==> src/rtl/rom_download_ctrl.sv <==
// rom_download_ctrl
// Sequences HPS ioctl ROM downloads into the program, vector and math-box
// ROM regions. It shares the single ROM address bus between loader writes and
// core fetches. It holds the game core in reset while a load runs and for a
// short settle window afterwards.
//
// Write handshake: there is no valid/ready pair and no backpressure. An
// ioctl_wr strobe sampled high in LOAD at cycle N shows up as a one-hot rom_we
// pulse, with rom_addr and rom_din, at cycle N+1 for exactly one cycle.
// Strobes outside LOAD are dropped.
module rom_download_ctrl #(
  parameter logic [15:0] PROG_SIZE   = 16'h8000,
  parameter logic [15:0] VEC_SIZE    = 16'h4000,
  parameter logic [15:0] MBOX_SIZE   = 16'h1000,
  parameter int unsigned HOLD_CYCLES = 16
) (
  input  logic        clk_sys,
  input  logic        reset,
  input  logic        ioctl_download,
  input  logic        ioctl_wr,
  input  logic [24:0] ioctl_addr,
  input  logic [7:0]  ioctl_dout,
  input  logic [15:0] cpu_addr,
  output logic [15:0] rom_addr,
  output logic [7:0]  rom_din,
  output logic [2:0]  rom_we,
  output logic        cpu_hold,
  output logic        dl_done,
  output logic        dl_overflow,
  output logic [16:0] dl_count,
  output logic [1:0]  dbg_state
);

  typedef enum logic [1:0] {
    ST_IDLE  = 2'd0,
    ST_LOAD  = 2'd1,
    ST_FLUSH = 2'd2,
    ST_HOLD  = 2'd3
  } state_t;

  // Region bases, widened so the whole 25-bit download address is compared.
  localparam logic [24:0] VEC_BASE  = {9'd0, PROG_SIZE};
  localparam logic [24:0] MBOX_BASE = VEC_BASE + {9'd0, VEC_SIZE};
  localparam logic [24:0] ROM_END   = MBOX_BASE + {9'd0, MBOX_SIZE};
  localparam logic [15:0] HOLD_INIT = 16'(HOLD_CYCLES);

  state_t      state, state_nxt;
  logic [15:0] hold_cnt;
  logic [2:0]  dec_we;
  logic [15:0] dec_off;
  logic        wr_take;
  logic        wr_hit;
  logic [2:0]  we_q;
  logic [15:0] addr_q;
  logic [7:0]  din_q;

  // Region decode of the incoming download address into a one-hot enable and a region-local offset.
  always_comb begin
    dec_we  = 3'b000;
    dec_off = ioctl_addr[15:0];
    if (ioctl_addr < VEC_BASE) begin
      dec_we = 3'b001;
    end else if (ioctl_addr < MBOX_BASE) begin
      dec_we  = 3'b010;
      dec_off = 16'(ioctl_addr - VEC_BASE);
    end else if (ioctl_addr < ROM_END) begin
      dec_we  = 3'b100;
      dec_off = 16'(ioctl_addr - MBOX_BASE);
    end
  end

  assign wr_take = (state == ST_LOAD) && ioctl_wr;
  assign wr_hit  = wr_take && (dec_we != 3'b000);

  // Next-state logic. A new download pre-empts the settle window.
  always_comb begin
    state_nxt = state;
    case (state)
      ST_IDLE:  if (ioctl_download) state_nxt = ST_LOAD;
      ST_LOAD:  if (!ioctl_download) state_nxt = ST_FLUSH;
      ST_FLUSH: state_nxt = ST_HOLD;
      ST_HOLD: begin
        if (ioctl_download)          state_nxt = ST_LOAD;
        else if (hold_cnt <= 16'd1)  state_nxt = ST_IDLE;
      end
      default:  state_nxt = ST_HOLD;
    endcase
  end

  // State register. Reset lands in HOLD so the core stays held after power-up.
  always_ff @(posedge clk_sys) begin
    if (reset) state <= ST_HOLD;
    else       state <= state_nxt;
  end

  // Settle counter. It is reloaded in FLUSH and counts down while in HOLD.
  always_ff @(posedge clk_sys) begin
    if (reset)                  hold_cnt <= HOLD_INIT;
    else if (state == ST_FLUSH) hold_cnt <= HOLD_INIT;
    else if (state == ST_HOLD)  hold_cnt <= hold_cnt - 16'd1;
  end

  // One-stage write pipeline. Reset drops any strobe still in flight.
  always_ff @(posedge clk_sys) begin
    if (reset) begin
      we_q   <= 3'b000;
      addr_q <= 16'h0000;
      din_q  <= 8'h00;
    end else begin
      we_q <= wr_hit ? dec_we : 3'b000;
      if (wr_hit) begin
        addr_q <= dec_off;
        din_q  <= ioctl_dout;
      end
    end
  end

  // Download status. Cleared on entry to LOAD; dl_done is settled when FLUSH exits.
  always_ff @(posedge clk_sys) begin
    if (reset) begin
      dl_count    <= 17'd0;
      dl_overflow <= 1'b0;
      dl_done     <= 1'b0;
    end else if ((state != ST_LOAD) && (state_nxt == ST_LOAD)) begin
      dl_count    <= 17'd0;
      dl_overflow <= 1'b0;
      dl_done     <= 1'b0;
    end else begin
      if (wr_hit && (dl_count != 17'h1FFFF)) dl_count <= dl_count + 17'd1;
      if (wr_take && (dec_we == 3'b000))     dl_overflow <= 1'b1;
      if (state == ST_FLUSH)                 dl_done <= ~dl_overflow;
    end
  end

  assign rom_we    = we_q;
  assign rom_din   = din_q;
  assign rom_addr  = (state == ST_IDLE) ? cpu_addr : addr_q;
  assign cpu_hold  = (state != ST_IDLE);
  assign dbg_state = state;

endmodule

==> config.mk <==
export PLATFORM = sky130hd
export DESIGN_NAME = rom_download_ctrl
export DESIGN_NICKNAME = d
export VERILOG_FILES = /design/src/rtl/rom_download_ctrl.sv
export SDC_FILE = /design/constraint.sdc
export NUM_CORES = 1
export LEC_CHECK = 0
export ABC_AREA = 1
export CAP_MARGIN = 40
export CORE_UTILIZATION = 48
export CTS_BUF_LIST = sky130_fd_sc_hd__clkbuf_4 sky130_fd_sc_hd__clkbuf_8
export DETAILED_ROUTE_END_ITERATION = 12
export PLACE_DENSITY = 0.8
export SYNTH_ARGS = -nofsm -noshare
export SYNTH_HDL_FRONTEND = slang
export SYNTH_SLANG_ARGS = --single-unit
==> constraint.sdc <==
create_clock -name clk_sys -period 2.5 [get_ports clk_sys]
set_input_delay 0.25 -clock clk_sys [delete_from_list [all_inputs] [get_ports clk_sys]]
set_output_delay 0.25 -clock clk_sys [all_outputs]
set_load 0.05 [all_outputs]
# After elaboration in Yosys (flattened, before gate mapping)
# Cells that the tools add are included.
# op_classes
n_eq_ne	6
order_cmp	4
n_mux	12
bitwise	2
n_addsub	4
n_reduce_logical	12
# ops
op	count
25-bit by 16-bit less-than comparator with 1-bit output (second input constant)	3
16-bit 2-to-1 mux	4
16-bit subtractor (second input constant)	2
17-bit by 1-bit adder with 17-bit output (second input constant)	1
17-bit != test (second input constant)	1
16-bit by 1-bit less-or-equal comparator with 1-bit output (second input constant)	1
16-bit by 1-bit subtractor with 16-bit output (second input constant)	1
3-bit 2-to-1 mux	3
2-bit 2-to-1 mux	4
2-bit one-hot mux with 4 select lines	1
2-bit OR reduction	3
1-bit logical AND	5
2-bit by 1-bit == test with 1-bit output (second input constant)	2
2-bit == test (second input constant)	2
3-bit logical NOT	1
3-bit nonzero test	1
2-bit logical NOT	1
2-bit by 1-bit != test with 1-bit output (second input constant)	1
1-bit inverter	2
2-bit nonzero test	1
# totals
output_inout_bits	49
reg_bits	64
elab_cells	48
inputBits	53

# Depth between registers and ports, before layout
# depth
word_depth	8
ltp_mapped	11

# Worst setup path before layout
# OpenSTA, ideal clock, no wires.
# synth_timing
path_type	register to register
from	reg dl_count[0]
to	reg dl_count[10]
n_path_buf	1
path_slack_ps	-66
t_arrival_ps	2500
stages_incl_launch_ff	12
cell_sequence	dfxtp_1 ha_1 nand3_1 nor2_1 nand2_1 nor4_1 ha_1 inv_1 nand4_2 buf_2 nand2_1 a21oi_2
# synth_via
elab_chain_cells	2
# synth_rtl
item	line	text
start: declaration	30	output logic [16:0] dl_count,
start signal: assignment	129	if (wr_hit && (dl_count != 17'h1FFFF)) dl_count <= dl_count + 17'd1;
parallel branches: the longest is 2 deep, another holds 17-bit by 1-bit adder with 17-bit output	--	
# Parallel ways; which one is timed is not known.
# A chain may end at the register's enable or synchronous reset.

# Worst setup path after layout
# layout_timing
from	reg dl_count[0]
to	reg dl_count[0]
# The elaborated chain is that of the path after synthesis.

==> impl_metrics.prom <==
# TYPE chip_impl_metric gauge
chip_impl_info{name="outcome",value="complete, no violations"} 1
chip_impl_info{name="min_path_type",value="flop to flop"} 1
chip_impl_metric{name="maxCapViolations",unit=""} 0
chip_impl_metric{name="syn-num-nets",unit=""} 514
chip_impl_metric{name="power_leakage",unit="nW"} 1.64
chip_impl_metric{name="critical_path_arrival",unit="ps"} 2440
chip_impl_metric{name="grt_util_all_layers",unit="%"} 24.1
chip_impl_info{name="yosys-top-cells-count",value="123 x sky130_fd_sc_hd__nand2_1, 64 x sky130_fd_sc_hd__dfxtp_1, 51 x sky130_fd_sc_hd__inv_1, 42 x sky130_fd_sc_hd__a21oi_1"} 1
chip_impl_metric{name="port-buffer-count",unit=""} 101
chip_impl_metric{name="cts_max_path_buffers",unit=""} 2
chip_impl_metric{name="layout_area_growth_over_synthesis",unit="%"} 44.3
chip_impl_metric{name="synth_edf_count",unit=""} 0
chip_impl_metric{name="core-area",unit="µm²"} 6390
chip_impl_metric{name="synth.distinct_cells",unit=""} 32
chip_impl_metric{name="nets",unit=""} 616
chip_impl_metric{name="synthAdderAreaFrac",unit="%"} 1.57
chip_impl_info{name="endpoint_kind",value="flop"} 1
chip_impl_metric{name="die_h",unit="µm"} 83.5
chip_impl_metric{name="grt_max_degree",unit=""} 33
chip_impl_metric{name="worst_slew_pin_slew",unit="ps"} 547
chip_impl_metric{name="synth.avg_cell_area",unit="µm²"} 6.97
chip_impl_metric{name="asyncSetResetFlopFracSynth",unit="%"} 0
chip_impl_metric{name="clk_pin_slew",unit="ps"} 60
chip_impl_metric{name="sw_frac_of_total",unit="%"} 28.3
chip_impl_metric{name="remaining_drc_errors",unit=""} 0
chip_impl_metric{name="maxSlewViolCount",unit=""} 0
chip_impl_metric{name="netlist_area_before_placement",unit="µm²"} 3190
chip_impl_metric{name="multi_input_comb_area",unit="µm²"} 1630
chip_impl_metric{name="drt-wirelength-per-cell",unit="µm"} 12.7
chip_impl_metric{name="number_of_setup_buffers_added_after_cts",unit=""} 0
chip_impl_metric{name="floorplan.initialDensity",unit="%"} 49.9
chip_impl_metric{name="synth_compound_area_share",unit="%"} 16.4
chip_impl_metric{name="hold_violations",unit=""} 0
chip_impl_metric{name="synth_simple_gate_area_share",unit="%"} 30.2
chip_impl_metric{name="h_tree_levels",unit=""} 3
chip_impl_info{name="timing.setup.critical_path_class",value="flop to flop"} 1
chip_impl_metric{name="worst_slew_margin_rel",unit="%"} 63.4
chip_impl_metric{name="detail_route.first_pass.iterations",unit=""} 4
chip_impl_metric{name="floorplan.rows",unit=""} 29
chip_impl_metric{name="timing.final.crit_period",unit="ps"} 2170
chip_impl_metric{name="die_w",unit="µm"} 83.5
chip_impl_metric{name="post_route_cells_drive_above_1_share",unit="%"} 11.9
chip_impl_metric{name="final-setup-viol-count",unit=""} 0
chip_impl_metric{name="worstPathRequired",unit="ps"} 2760
chip_impl_metric{name="route.antenna.remaining_nets",unit=""} 0
chip_impl_metric{name="num_antenna_cells",unit=""} 0
chip_impl_metric{name="num_vias",unit=""} 3282
chip_impl_metric{name="globalplace.congestion",unit=""} 0.884
chip_impl_metric{name="cts.sink_count",unit=""} 64
chip_impl_metric{name="fillCellCount",unit=""} 521
chip_impl_metric{name="dp.final_hpwl",unit="µm"} 6080
chip_impl_metric{name="dp_slack",unit="ps"} 226
chip_impl_metric{name="final.setup_skew",unit="ps"} 6.44
chip_impl_metric{name="route.detailed.vias_per_inst",unit=""} 5.13
chip_impl_metric{name="grt_overflow_total",unit=""} 0
chip_impl_metric{name="mux_share_of_post_synthesis_cell_area",unit="%"} 0
chip_impl_metric{name="internal_power",unit="mW"} 1.76
chip_impl_metric{name="grt_pass1_vias",unit=""} 2948
chip_impl_metric{name="part_of_the_total_power_dissipated_in_sequential_elements",unit="%"} 45.4
chip_impl_metric{name="power.share.combinational",unit="%"} 19.5
chip_impl_info{name="tritoncts",value="yes"} 1
chip_impl_info{name="root_buffer_selected_by_cts",value="sky130_fd_sc_hd__clkbuf_8"} 1
chip_impl_metric{name="first_iter_violations",unit=""} 143
chip_impl_metric{name="totalPowerFinal",unit="mW"} 2.45
chip_impl_info{name="rsz0062_at_grt",value="false"} 1
chip_impl_metric{name="timing.critical_path.fanout_max",unit=""} 17
chip_impl_metric{name="synth_cells",unit=""} 457
chip_impl_metric{name="antenna_violations_before_repair",unit=""} 0
chip_impl_metric{name="top_level_pins",unit=""} 102
chip_impl_metric{name="share_clk_of_total_power",unit="%"} 35.2
chip_impl_metric{name="fmax",unit="MHz"} 460
chip_impl_info{name="synth.most_common_cell",value="sky130_fd_sc_hd__nand2_1"} 1
chip_impl_metric{name="final.setup.tns",unit="ps"} 0
chip_impl_metric{name="yosys_warnings",unit=""} 0
chip_impl_metric{name="yosysTopAreaCellShare",unit="%"} 40.2
chip_impl_metric{name="fp.dieArea",unit="µm²"} 6970
chip_impl_info{name="ys_top_cells_by_area",value="sky130_fd_sc_hd__dfxtp_1 40%, sky130_fd_sc_hd__nand2_1 14%, sky130_fd_sc_hd__a21oi_1 6.6%"} 1
chip_impl_metric{name="grt_first_pass_wirelength",unit="µm"} 13400
chip_impl_info{name="dominantRegCellSynth",value="sky130_fd_sc_hd__dfxtp_1"} 1
chip_impl_metric{name="synth-seq-area-share",unit="%"} 40.2
chip_impl_info{name="synthDominantAreaCellType",value="sky130_fd_sc_hd__dfxtp_1"} 1
chip_impl_metric{name="synthXorXnorAreaFrac",unit="%"} 2.75
chip_impl_metric{name="vdd_ir_drop_max",unit="V"} 0.000531
chip_impl_info{name="critPathLaunchType",value="flop"} 1
chip_impl_metric{name="final.period_utilization",unit="%"} 87.0
chip_impl_metric{name="clock_insertion_delay_worst_skew",unit="ps"} 340
chip_impl_metric{name="sequential_cell_area",unit="µm²"} 1280
chip_impl_metric{name="synth.ff_latch_count",unit=""} 64
chip_impl_metric{name="power.net_switching",unit="µW"} 694
chip_impl_info{name="synth_top_family_by_area",value="simple AND/OR/NAND/NOR gates"} 1
chip_impl_metric{name="setup_slack",unit="ps"} 326
chip_impl_metric{name="cts_buffers",unit=""} 9
chip_impl_metric{name="power-per-cell-area",unit="nW/µm²"} 533
chip_impl_metric{name="drt_wl_total",unit="µm"} 8140
routing by layer:
layer | global-route usage (%) | vias up | part of all wire, %
li1 | - | 1678 | -
met1 | 29.9 | 1482 | 45
met2 | 40.0 | 115 | 47
met3 | 7.52 | 7 | 6.7
met4 | 7.55 | 0 | 1.1
met5 | 0 | - | 0
layout make-up:
cell class              count  share of cell area (%)
repair buffers            105                    26.1
clock inverters             4                   0.979
well taps                  77                    2.09
multi-input cells         326                    35.4
clock buffers              11                    3.16
inverters                  53                    4.35
flip-flops and latches     64                    27.9
worst paths after layout:
kind	startpoint	endpoint	slack [ps]	depth (start not counted)
worst max-delay path	dl_count[0]$_SDFFE_PP0P_	dl_count[0]$_SDFFE_PP0P_	330	10
worst min-delay path	addr_q[6]$_SDFFE_PP0P_	addr_q[6]$_SDFFE_PP0P_	450	2
worst max register to register	dl_count[0]$_SDFFE_PP0P_	dl_count[0]$_SDFFE_PP0P_	330	10
worst min register to register	addr_q[6]$_SDFFE_PP0P_	addr_q[6]$_SDFFE_PP0P_	450	2
power by group through the flow:
| stage | clock, mW | sequential (mW) | combinational, mW |
|---|---|---|---|
| after floorplan | 0 | 1.14 | 0.284 |
| after global placement | 0 | 1.13 | 0.457 |
| after detailed placement | 0 | 1.13 | 0.472 |
| after CTS | 0.884 | 1.11 | 0.475 |
| after global routing | 0.939 | 1.12 | 0.528 |
| final | 0.862 | 1.11 | 0.477 |
layout by cell type, fill, tap and decap left out, drive strengths merged, types with 10 or more instances in the layout:
cell type / count
a21oi: 52
buf: 21
clkbuf: 11
clkdlybuf4s50: 84
dfxtp: 64
inv: 52
nand2: 128
nand3: 20
nand4: 10
nor2: 48
o21ai: 43
critical path, stage by stage, from the launching register on:
cell                      delay, ps
sky130_fd_sc_hd__dfxtp_2        380
sky130_fd_sc_hd__ha_1           260
sky130_fd_sc_hd__nand3_1        100
sky130_fd_sc_hd__nor2_1         240
sky130_fd_sc_hd__nand2_1         80
sky130_fd_sc_hd__nor4_1         240
sky130_fd_sc_hd__ha_1           260
sky130_fd_sc_hd__inv_1           90
sky130_fd_sc_hd__nand4_4        220
sky130_fd_sc_hd__nand2_1         90
sky130_fd_sc_hd__a21oi_1        140
logic make-up (layout without fill, tap and decap cells):
family | Yosys count | count (layout)
simple gates | 216 | 216
compound gates | 96 | 96
buf+inv | 67 | 173
flops | 64 | 64
xor+xnor | 10 | 10
fa+ha+maj | 4 | 4
what timing repair did:
item,4_1_cts,5_1_grt
gates resized for setup,0,1
endpoints found under the hold margin,0,0
endpoints found under the setup margin,0,1
hold buffers,0,0
registers in the layout, indices dropped and copies added (netlist names):
| register | count |
|---|---|
| rom_din | 8 |
| addr_q | 16 |
| hold_cnt | 16 |
| rom_we | 3 |
| dl_done | 1 |
| dbg_state | 2 |
| dl_overflow | 1 |
| dl_count | 17 |
per-stage QoR:
| step | hold WS (ps) | utilization (%) | cell area [µm²] | instances |
|---|---|---|---|---|
| final | 448 | 72.0 | 4600 | 640 |
| after global routing | 471 | 72.0 | 4600 | 640 |
| after CTS | 453 | 71.9 | 4590 | 640 |
| after detailed placement | 444 | 68.9 | 4400 | 625 |
| after global placement | 438 | 68.9 | 4400 | 625 |
| after floorplan | 329 | - | 3190 | 457 |
Power figures use the tool's default switching activity.
